==> src/rtl/manchester_decoder_pkg.sv <==
// Shared definitions for the Manchester receive path: FSM state encodings, idle line level and
// the edge-timing window classifier.
package manchester_decoder_pkg;

  typedef enum logic [1:0] {
    StHunt   = 2'd0,
    StSync   = 2'd1,
    StLocked = 2'd2
  } dec_state_e;

  localparam logic LineIdle = 1'b0;

  typedef enum logic [1:0] {
    WinGlitch,
    WinBoundary,
    WinMid,
    WinTimeout
  } edge_win_e;

  // cnt counts cycles since the last accepted mid-bit edge; q is a quarter bit period.
  function automatic edge_win_e classify_edge(int unsigned cnt, int unsigned q);
    if (cnt >= 5 * q + 1) return WinTimeout;
    if (cnt >= 3 * q) return WinMid;
    if (cnt >= q) return WinBoundary;
    return WinGlitch;
  endfunction

endpackage

==> src/rtl/rf_sync_edge.sv <==
// Two-flop synchronizer for an asynchronous line followed by a registered-history edge detector.
module rf_sync_edge #(
  parameter logic ResetVal = 1'b0
) (
  input  logic clk,
  input  logic rst_n,
  input  logic d,
  output logic q,
  output logic rise,
  output logic fall
);

  logic s1_q, s2_q, s2_d_q;

  always_ff @(posedge clk or negedge rst_n) begin
    if (!rst_n) begin
      s1_q   <= ResetVal;
      s2_q   <= ResetVal;
      s2_d_q <= ResetVal;
    end else begin
      s1_q   <= d;
      s2_q   <= s1_q;
      s2_d_q <= s2_q;
    end
  end

  assign q    = s2_q;
  assign rise = s2_q & ~s2_d_q;
  assign fall = ~s2_q & s2_d_q;

endmodule

==> src/rtl/manchester_decoder.sv <==
// Manchester line decoder: locks onto an alternating preamble, then recovers NRZ bits from
// mid-bit transitions (falling = 1, rising = 0) with a one-cycle valid strobe.
module manchester_decoder
  import manchester_decoder_pkg::*;
#(
  parameter int unsigned OVERSAMPLE     = 16,
  parameter int unsigned PREAMBLE_EDGES = 8
) (
  input  logic clk,
  input  logic rst_n,
  input  logic din,
  input  logic enable,
  output logic dout,
  output logic dout_valid,
  output logic locked,
  output logic err
);

  localparam int unsigned Q      = OVERSAMPLE / 4;
  localparam int unsigned CNT_W  = $clog2(5 * Q + 2);
  localparam int unsigned PCNT_W = $clog2(PREAMBLE_EDGES + 1);
  localparam logic [CNT_W-1:0]  CntMax  = CNT_W'(5 * Q + 1);
  localparam logic [PCNT_W-1:0] PcntTop = PCNT_W'(PREAMBLE_EDGES - 1);

  logic line_q, rise, fall, edge_any;
  edge_win_e win;

  dec_state_e        state_q, state_d;
  logic [CNT_W-1:0]  cnt_q, cnt_d;
  logic [PCNT_W-1:0] pcnt_q, pcnt_d;
  logic              bflag_q, bflag_d;
  logic              dout_q, dout_d;
  logic              valid_q, valid_d;
  logic              err_q, err_d;

  rf_sync_edge #(
    .ResetVal(LineIdle)
  ) u_sync_edge (
    .clk  (clk),
    .rst_n(rst_n),
    .d    (din),
    .q    (line_q),
    .rise (rise),
    .fall (fall)
  );

  assign edge_any = rise | fall;
  assign win      = classify_edge(32'(cnt_q), Q);

  always_comb begin
    state_d = state_q;
    cnt_d   = (cnt_q == CntMax) ? cnt_q : cnt_q + 1'b1;
    pcnt_d  = pcnt_q;
    bflag_d = bflag_q;
    dout_d  = dout_q;
    valid_d = 1'b0;
    err_d   = 1'b0;

    if (!enable) begin
      state_d = StHunt;
      cnt_d   = '0;
      pcnt_d  = '0;
      bflag_d = 1'b0;
    end else begin
      unique case (state_q)
        StHunt: begin
          // Saturated cnt is irrelevant here: any edge becomes the first timing reference.
          if (edge_any) begin
            state_d = StSync;
            cnt_d   = '0;
            pcnt_d  = '0;
          end
        end
        StSync: begin
          if (win == WinTimeout) begin
            state_d = StHunt;
          end else if (edge_any) begin
            cnt_d = '0;
            if (win == WinMid) begin
              pcnt_d = pcnt_q + 1'b1;
              if (pcnt_q == PcntTop) begin
                state_d = StLocked;
                bflag_d = 1'b0;
              end
            end else begin
              pcnt_d = '0;
            end
          end
        end
        StLocked: begin
          if (win == WinTimeout) begin
            err_d   = 1'b1;
            state_d = StHunt;
          end else if (edge_any) begin
            if (win == WinMid) begin
              dout_d  = ~line_q;
              valid_d = 1'b1;
              cnt_d   = '0;
              bflag_d = 1'b0;
            end else if (win == WinBoundary && !bflag_q) begin
              bflag_d = 1'b1;
            end else begin
              err_d   = 1'b1;
              state_d = StHunt;
            end
          end
        end
        default: state_d = StHunt;
      endcase
    end
  end

  always_ff @(posedge clk or negedge rst_n) begin
    if (!rst_n) begin
      state_q <= StHunt;
      cnt_q   <= '0;
      pcnt_q  <= '0;
      bflag_q <= 1'b0;
      dout_q  <= 1'b0;
      valid_q <= 1'b0;
      err_q   <= 1'b0;
    end else begin
      state_q <= state_d;
      cnt_q   <= cnt_d;
      pcnt_q  <= pcnt_d;
      bflag_q <= bflag_d;
      dout_q  <= dout_d;
      valid_q <= valid_d;
      err_q   <= err_d;
    end
  end

  assign dout       = dout_q;
  assign dout_valid = valid_q;
  assign err        = err_q;
  assign locked     = (state_q == StLocked);

endmodule

==> config.mk <==
export PLATFORM = sky130hd
export DESIGN_NAME = manchester_decoder
export DESIGN_NICKNAME = d
export VERILOG_FILES = /design/src/rtl/manchester_decoder_pkg.sv /design/src/rtl/rf_sync_edge.sv /design/src/rtl/manchester_decoder.sv
export SDC_FILE = /design/constraint.sdc
export NUM_CORES = 1
export LEC_CHECK = 0
export ABC_CLOCK_PERIOD_IN_PS = 3900
export BUFFER_PORTS_ARGS = -buffer_cell sky130_fd_sc_hd__buf_2
export CORE_MARGIN = 2
export CORE_UTILIZATION = 34
export CTS_BUF_LIST = sky130_fd_sc_hd__clkbuf_16
export DETAILED_ROUTE_END_ITERATION = 10
export GPL_ROUTABILITY_DRIVEN = 0
export SYNTH_ARGS = -nofsm -noshare
export SYNTH_HDL_FRONTEND = slang
export SYNTH_SLANG_ARGS = --single-unit
==> constraint.sdc <==
create_clock -name clk -period 3.9 [get_ports clk]
set_input_delay 0.585 -clock clk [delete_from_list [all_inputs] [get_ports clk]]
set_output_delay 0.585 -clock clk [all_outputs]
set_load 0.02 [all_outputs]
==> summary.md, run 1 <==
| Metric | Value |
|---|---|
| Leak | `0.000477 uW` |
| Crit share post-route | `53.4%` |
| Synth Area in Simple Gates | `18.3%` |
| Total CTS buffers | `3` |
| Critical Path Stages | `6` |
| Global route overflow | `0` |
| Clock sink total | `18` |
| Met2 usage | `17.9%` |
| Pin count of the biggest net entering global routing | `19` |
| Post_cts resized | `0` |
| Sequential fraction of the synthesis area | `45.6%` |
| Initial antenna violation count | `0` |
| DR pass1 iterations | `5` |
| Mapped cell area | `987 um2` |
| Post-synthesis cell count | `101` |
| Die width | `57.9 um` |
| HPWL after DPL | `1260 um` |
| Die ar. | `3350 um2` |
| Vias after detailed routing | `750` |
| Worst relative slew slack | `62.4%` |
| Met1 Track Usage GR | `14.6%` |
| Placed cell count | `135` |
| Setup ws final | `1.82 ns` |
| Yosys Warn Count | `0` |
| Largest family of logic cells by synthesized area | `simple AND/OR/NAND/NOR gates` |
| Worst VDD drop | `0.249 mV` |
| Launching element type of the critical path | `flip-flop` |
| CP Max Fanout | `5` |
| Clock-pin transition on the worst setup and hold timing paths | `0.05 ns` |
| Routed len/inst | `12.6 um` |
| Slew @ Worst Pin | `0.558 ns` |
| Antenna cells | `0` |
| Residual DRC | `0` |
| Core ar. | `2760 um2` |
| Power per cell area | `383 nW/um2` |
| Met3 Resource Use GR | `4.02%` |
| TritonCTS clock tree | `yes` |
| Post-synthesis adder-cell area fraction | `6.08%` |
| Drt total wl | `1750 um` |
| Cell class contributing the biggest share of worst-path delay | `compound AO/OA/AOI/OAI gates` |
| RSZ-0062 raised after global routing | `no` |
| GRT Total Usage | `11.5%` |
| H-Tree Depth | `1` |
| Vias per cell | `5.40` |
| Skew-Pair Late Insertion Delay | `0.25 ns` |
| Rows | `19` |
| Max stage delay on crit path | `0.58 ns` |
| Crit Path Category | `flip-flop to flip-flop` |
| Share of cells above drive strength 1 | `14.8%` |
| Mux contribution to synthesized area | `1.01%` |
| Final hold violations | `0` |
| Setup-failing EPs final | `0` |
| Crit. End Element | `flip-flop` |
| Via count of the first global-routing pass | `672` |
| Fin cells | `139` |
| Critical Path RT | `4.08 ns` |
| GR peak layer | `met2` |
| Worst hold path class | `input port to asynchronous set/reset pin` |
| NumNets Final | `117` |
| Synth Register Bits | `18` |
| Root Buffer | `clkbuf_16` |
| Critical path data arrival time | `2.26 ns` |
| Max Root-Sink Buffers | `2` |
| XOR/XNOR Fraction of Synth Area | `6.08%` |
| Max-Cap Viols | `0` |
| Final max-slew violation count | `0` |
| Syn Area/Cell | `9.77 um2` |
| TNS Setup | `0 ns` |
| Setup Skew | `0.00321 ns` |
| Iteration-0 DRC Markers | `24` |
| Post-CTS Setup Inserts | `0` |
| Routed Antenna Nets | `0` |
| Hold slack | `0.265 ns` |
| FF-to-FF path depth | `6` |
| Complex-gate fraction of the synthesized area | `17.9%` |
| IO Port Bufs | `7` |
| Maximum achievable frequency | `0.480 GHz` |
| Syn Nets | `109` |
| Post-CTS Hold Buffers | `0` |
| Slowest cell on crit path | `or4b_4` |
| Place WS | `1.84 ns` |
| CP Buf/Inv Count | `1` |
| First-pass GRT wire length | `2930 um` |
| Crit-path cells | `inv_1, ha_1, o31a_1, o22a_1, or4b_4, o211ai_2` |
| Layout filler cell count | `276` |
| Outcome | `finished clean` |
| Unique masters post-synth | `38` |
| I/O pins | `8` |
| Final Critical Period | `2.08 ns` |
| Area grow syn2layout | `13.8%` |
| Die height | `57.9 um` |
| Initial Utilization | `35.8%` |
## sequential cells by signal, summed over array words and instances (netlist names)
register,flops
u_sync_edge.s2_d_q,1
dout,1
err,1
state_q,2
u_sync_edge.s1_q,1
pcnt_q,4
u_sync_edge.q,1
bflag_q,1
dout_valid,1
cnt_q,5
## placed cells by master (no fill, tap or decap), drive strengths merged, types with 2 or more instances in the layout
cell	n
inv	9
o211ai	2
nand2	7
clkbuf	3
a21oi	5
buf	7
nand3	7
o311ai	2
xnor2	4
xor2	2
dfrtp	18
nand2b	3
nor2	9
o22ai	2
ha	4
o21ai	5
## worst register-to-register path: stages (launching register included)
cell and delay [ns]:
dfrtp_1 0.43, inv_1 0.10, ha_1 0.22, o31a_1 0.28, o22a_1 0.23, or4b_4 0.58, o211ai_2 0.17
## cells by family after synthesis
kind of cell	after synthesis
mux	1
xor+xnor	6
buf+inv	13
fa+ha+maj	5
flops	18
simple gates	34
compound gates	24
## path summary, 6_finish.rpt
kind	start	endpoint	slack, ns
hold reg to reg	u_sync_edge.s1_q	u_sync_edge.q	0.35
max in group asynchronous	rst_n	bflag_q	3.34
hold / removal	rst_n	pcnt_q[0]	0.26
setup / recovery	cnt_q[1]	pcnt_q[3]	1.82
setup reg to reg	cnt_q[1]	pcnt_q[3]	1.82
min in group clk	u_sync_edge.s1_q	u_sync_edge.q	0.35
## where the power goes
group          internal (uW)  total (uW)  switching, uW  leakage (uW)
logic                   10.2        29.0           18.8      0.000202
registers                191         197           5.65      0.000237
clock network            136         205           68.2     0.0000385
total                    338         430           92.7      0.000477
## stage by stage
stage	power, uW	area, um2	util [%]
after floorplan	219	987	-
after global placement	229	1040	37.9
after detailed placement	229	1040	37.9
after CTS	435	1120	40.7
after global routing	447	1120	40.7
final	430	1120	40.7
## final cells by class
class / count / area (um2) / area share [%]
well taps: 31 / 38.8 / 3.45
clock inverters: 1 / 3.75 / 0.334
clock buffers: 3 / 75.1 / 6.68
flip-flops and latches: 18 / 450 / 40.1
inverters: 9 / 33.8 / 3.01
repair buffers: 7 / 35.0 / 3.12
multi-input cells: 70 / 487 / 43.3
## cells in the mapped netlist
cell type	instances	share of area, %
o31ai_1	1	0.76
nand2b_1	3	1.9
o311ai_0	1	0.89
nand4b_1	1	0.89
o211ai_1	1	0.76
o31a_1	1	0.89
a211o_1	1	0.89
ha_1	4	5.1
nand3_1	7	3.5
nand2_1	7	2.7
o21ai_0	3	1.5
o21ai_1	2	1.0
a21o_1	1	0.76
a21oi_1	5	2.5
xor2_1	1	0.89
o2111a_1	1	1.1
nand3b_1	1	0.76
nor2b_1	1	0.63
mux2i_1	1	1.0
maj3_1	1	1.0
o22a_1	1	0.89
o311ai_2	1	1.6
o211ai_2	1	1.3
nor2_1	9	3.4
xnor2_1	4	3.5
dfrtp_1	18	46
a32oi_1	1	0.89
nor4_2	1	1.3
or2_2	1	0.63
clkbuf_1	3	1.1
or4b_4	1	1.4
xor2_2	1	1.6
buf_2	1	0.51
o22ai_1	2	1.3
a211oi_1	1	0.76
nor3_1	1	0.51
inv_1	9	3.4
nand4_1	1	0.63
## routing by layer
layer	share of wire [%]	wire (um)
met1	49	850
met2	46	796
met3	4.2	74
met4	1.5	27
met5	0	0
(Power assumes the default switching activity.)
==> run 2: changes to the inputs <==
Settings changed: ABC_CLOCK_PERIOD_IN_PS 3900 to 1700.
Clock period 3.9 ns to 1.7 ns, I/O delays scaled along.
==> summary.md, run 2 (synthesized netlist as in run 1, its figures left out) <==
| Metric | Value |
|---|---|
| Max-Cap Viols | `0` |
| Via count of the first global-routing pass | `843` |
| Slowest cell on crit path | `or4b_4` |
| Antenna cells | `0` |
| Vias after detailed routing | `823` |
| Fin cells | `157` |
| I/O pins | `8` |
| Pin count of the biggest net entering global routing | `19` |
| Area grow syn2layout | `33.5%` |
| Core ar. | `2760 um2` |
| Crit share post-route | `108%` |
| Residual DRC | `0` |
| Clock sink total | `18` |
| Total CTS buffers | `3` |
| TNS Setup | `-0.984 ns` |
| Placed cell count | `151` |
| Seq pwr share | `44.0%` |
| First-pass GRT wire length | `3630 um` |
| Maximum achievable frequency | `0.543 GHz` |
| Max Root-Sink Buffers | `2` |
| IO Port Bufs | `7` |
| Sw Ratio | `22.3%` |
| GRT Total Usage | `14.1%` |
| Placed inst area | `1180 um2` |
| Worst VDD drop | `0.833 mV` |
| Crit Path Category | `flip-flop to flip-flop` |
| Launching element type of the critical path | `flip-flop` |
| Iteration-0 DRC Markers | `30` |
| Largest registers | `cnt_q (5), pcnt_q (4), state_q (2)` |
| Crit. End Element | `flip-flop` |
| Routed len/inst | `13.4 um` |
| DR pass1 iterations | `4` |
| Drt total wl | `2100 um` |
| Max stage delay on crit path | `0.54 ns` |
| Initial Utilization | `35.8%` |
| Global route overflow | `0` |
| Failing checks | `negative setup slack` |
| Hold slack | `0.110 ns` |
| Clock-pin transition on the worst setup and hold timing paths | `0.05 ns` |
| Die height | `57.9 um` |
| NumNets Final | `135` |
| Outcome | `finished with violations` |
| Final max-slew violation count | `0` |
| Layout filler cell count | `246` |
| Number of flip-flops in the largest register | `5` |
| Reg with most FFs | `cnt_q` |
| Critical path data arrival time | `2.01 ns` |
| Most frequent cells in the layout | `dfrtp_1, buf_4, inv_1, nor2_1` |
| Routed Antenna Nets | `0` |
| Critical Path RT | `1.87 ns` |
| Worst hold path class | `input port to flip-flop` |
| Skew-Pair Late Insertion Delay | `0.25 ns` |
| Die width | `57.9 um` |
| Vias per cell | `5.24` |
| Cell internal pwr | `797 uW` |
| Comb pwr share | `10.0%` |
| CP Max Fanout | `4` |
| Final Critical Period | `1.84 ns` |
| Final hold violations | `0` |
| Worst relative slew slack | `57.7%` |
| TritonCTS clock tree | `yes` |
| Crit-path cells | `ha_4, o31a_1, o22a_1, or4b_4, o22ai_2` |
| Psw | `229 uW` |
| Rows | `19` |
| Slew @ Worst Pin | `0.630 ns` |
| Setup Skew | `0.00130 ns` |
| Setup-failing EPs final | `9` |
| Die ar. | `3350 um2` |
| HPWL after DPL | `1480 um` |
| Setup ws final | `-0.143 ns` |
| Root Buffer | `clkbuf_16` |
| Leak | `0.000589 uW` |
| RSZ-0062 raised after global routing | `yes` |
| Finished layout cell area | `1320 um2` |
| H-Tree Depth | `1` |
| Power per cell area | `779 nW/um2` |
| Initial antenna violation count | `0` |
| Clock power frac | `46.0%` |
| Share of cells above drive strength 1 | `32.5%` |
==> run 2: layer usage <==
metal | up-vias | GRT usage [%] | part of all wire [%]
li1 | 403 | - | -
met1 | 406 | 18.6 | 48
met2 | 12 | 21.3 | 48
met3 | 2 | 4.24 | 3.4
met4 | 0 | 6.64 | 0.38
met5 | - | 0 | 0
==> run 2: layout make-up <==
cell class,instances,area (um2),area share (%)
clock buffers,3,75.1,5.70
clock inverters,1,3.75,0.285
inverters,9,33.8,2.56
multi-input cells,70,542,41.1
flip-flops and latches,18,452,34.3
well taps,31,38.8,2.94
repair buffers,25,173,13.1
==> run 2: path summary, 6_finish.rpt <==
| path | cells past startpoint | end | slack [ns] | startpoint |
|---|---|---|---|---|
| setup / recovery | 5 | pcnt_q[2] | -0.14 | cnt_q[0] |
| hold / removal | 1 | u_sync_edge.s1_q | 0.11 | din |
| setup reg to reg | 5 | pcnt_q[2] | -0.14 | cnt_q[0] |
| hold reg to reg | 0 | u_sync_edge.q | 0.35 | u_sync_edge.s1_q |
| max in group asynchronous | 2 | cnt_q[0] | 0.93 | rst_n |
| min in group asynchronous | 2 | pcnt_q[0] | 0.46 | rst_n |
==> run 2: per-stage QoR <==
stage                     utilization [%]  total power [uW]  setup WS, ns
after detailed placement             42.7               550        -0.122
after floorplan                         -               506        -0.116
after global placement               42.7               547       -0.0729
after global routing                 47.8              1060        -0.185
after CTS                            47.1              1030        -0.135
final                                47.8              1030        -0.143
==> run 2: what timing repair did <==
item,in CTS,in global routing
hold endpoints to repair,18,0
setup endpoints to repair,12,12
setup buffers,1,0
pin swaps,3,4
hold buffers,1,0
resized for setup,6,3
==> run 2: worst max-delay path, delay by kind of cell, from the launching register on <==
kind,cells,cell delay (ns)
AOI/OAI and AO/OA,3,0.61
adders and majority gates,1,0.18
DFF,1,0.44
and+or+nand+nor,1,0.54
==> run 2: power groups by stage <==
stage	Sequential, uW	Combinational [uW]	Clock [uW]
2_1_floorplan	458	48.6	0
3_3_place_gp	456	90.3	0
3_5_place_dp	458	92.3	0
4_1_cts	451	97.9	483
5_1_grt	452	113	498
6_report	451	103	472
==> run 3: changes to the inputs <==
Settings changed: GPL_TIMING_DRIVEN from default to 0, SKIP_CTS_REPAIR_TIMING from default to 1, TNS_END_PERCENT from default to 20.
==> summary.md, run 3 (synthesized netlist as in run 1, its figures left out) <==
| Metric | Value |
|---|---|
| Critical path data arrival time | `2.09 ns` |
| Via count of the first global-routing pass | `660` |
| Leak | `0.000507 uW` |
| IO Port Bufs | `6` |
| Global route overflow | `0` |
| Crit share post-route | `113%` |
| First-pass GRT wire length | `3070 um` |
| Most frequent cells in the layout | `dfrtp_1, inv_1, nor2_1` |
| Share of cells above drive strength 1 | `20.9%` |
| Worst hold path class | `input port to flip-flop` |
| Power per cell area | `850 nW/um2` |
| Final Critical Period | `1.92 ns` |
| RSZ-0062 raised after global routing | `yes` |
| Residual DRC | `0` |
| Slew @ Worst Pin | `0.554 ns` |
| Crit-path cells | `ha_4, o31a_1, o22a_1, or4b_4, o21ai_1` |
| Max-Cap Viols | `0` |
| Setup Skew | `0.00239 ns` |
| Total CTS buffers | `3` |
| Routed Antenna Nets | `0` |
| Multi-input combinational cell area | `499 um2` |
| Die height | `57.9 um` |
| Vias after detailed routing | `775` |
| Max stage delay on crit path | `0.54 ns` |
| Initial Utilization | `35.8%` |
| Leading cell type in the layout, fill and taps excluded | `dfrtp_1` |
| Cell class contributing the biggest share of worst-path delay | `compound AO/OA/AOI/OAI gates` |
| Fin cells | `146` |
| TritonCTS clock tree | `yes` |
| Overall Power | `1010 uW` |
| Maximum achievable frequency | `0.522 GHz` |
| Max Root-Sink Buffers | `2` |
| Slowest cell on crit path | `or4b_4` |
| Setup-failing EPs final | `13` |
| Setup ws final | `-0.217 ns` |
| DR pass1 iterations | `4` |
| Drt total wl | `1930 um` |
| Core ar. | `2760 um2` |
| Hold-critical path depth | `1` |
| Layout filler cell count | `270` |
| Reg2reg end | `pcnt_q[1]` |
| Rows | `19` |
| Routed len/inst | `13.2 um` |
| Reg area | `453 um2` |
| Skew-Pair Late Insertion Delay | `0.25 ns` |
| Crit Path Category | `flip-flop to flip-flop` |
| Place WS | `-0.231 ns` |
| FF-to-FF path depth | `5` |
| Final max-slew violation count | `0` |
| Launching element type of the critical path | `flip-flop` |
| Initial antenna violation count | `0` |
| Antenna cells | `0` |
| Critical Path Sink | `pcnt_q[1]` |
| Number of flip-flops in the largest register | `5` |
| Outcome | `finished with violations` |
| Die ar. | `3350 um2` |
| FF-to-FF Start | `cnt_q[0]` |
| Worst reg2reg setup slack | `-0.22 ns` |
| Critical Path Start | `cnt_q[0]` |
| CP Buf/Inv Count | `0` |
| Worst VDD drop | `0.587 mV` |
| Worst relative slew slack | `62.7%` |
| Vias per cell | `5.31` |
| Pin count of the biggest net entering global routing | `19` |
| GRT Total Usage | `12.4%` |
| Root Buffer | `clkbuf_16` |
| Reg with most FFs | `cnt_q` |
| Largest registers | `cnt_q (5), pcnt_q (4), state_q (2)` |
| NumNets Final | `124` |
| I/O pins | `8` |
| HPWL after DPL | `1310 um` |
| Clock sink total | `18` |
| Final hold violations | `0` |
| Placed cell count | `138` |
| Clock-pin transition on the worst setup and hold timing paths | `0.05 ns` |
| CP Max Fanout | `7` |
| Critical Path Stages | `5` |
| Crit. End Element | `flip-flop` |
| H-Tree Depth | `1` |
| Die width | `57.9 um` |
| Area grow syn2layout | `19.9%` |
| Iteration-0 DRC Markers | `33` |
| Critical Path RT | `1.87 ns` |
| Failing checks | `negative setup slack` |
[run 3: where the power goes]
group	total (uW)	switching, uW	internal [uW]
sequential	451	12.0	439
combinational	77.0	46.8	30.2
clock	478	165	313
total	1010	224	782
[run 3: worst min path at each step]
stage               slack (ns)                to  start
CTS                      -0.05         pcnt_q[2]  rst_n
global placement          0.21         pcnt_q[2]  rst_n
finish                    0.11  u_sync_edge.s1_q    din
floorplan                -0.04           bflag_q  rst_n
global route               0.1  u_sync_edge.s1_q    din
detailed placement        0.21         pcnt_q[2]  rst_n
[run 3: layer usage]
metal	wire (um)	global-route usage (%)	vias up
met3	81	4.02	2
met5	0	0	-
met1	926	15.8	368
li1	-	-	384
met4	27	6.98	0
met2	891	18.7	21
[run 3: cell type report]
type,count,area share [%]
inverter,9,2.85
clock inverter,1,0.317
timing repair buffer,10,5.29
clock buffer,3,6.34
multi-input combinational,70,42.2
tap,31,3.28
sequential,18,38.3
buffer,4,1.48
[run 3: through the flow]
step                      cell area, um2  hold slack [ns]  utilization (%)  TNS [ns]
final                               1180            0.108             42.9     -1.78
after global routing                1180           0.0996             42.9     -2.96
after CTS                           1150          -0.0534             41.7     -2.19
after detailed placement            1070            0.213             38.8     -1.99
after global placement              1070            0.206             38.8     -1.95
after floorplan                     1000          -0.0406                -    -0.400
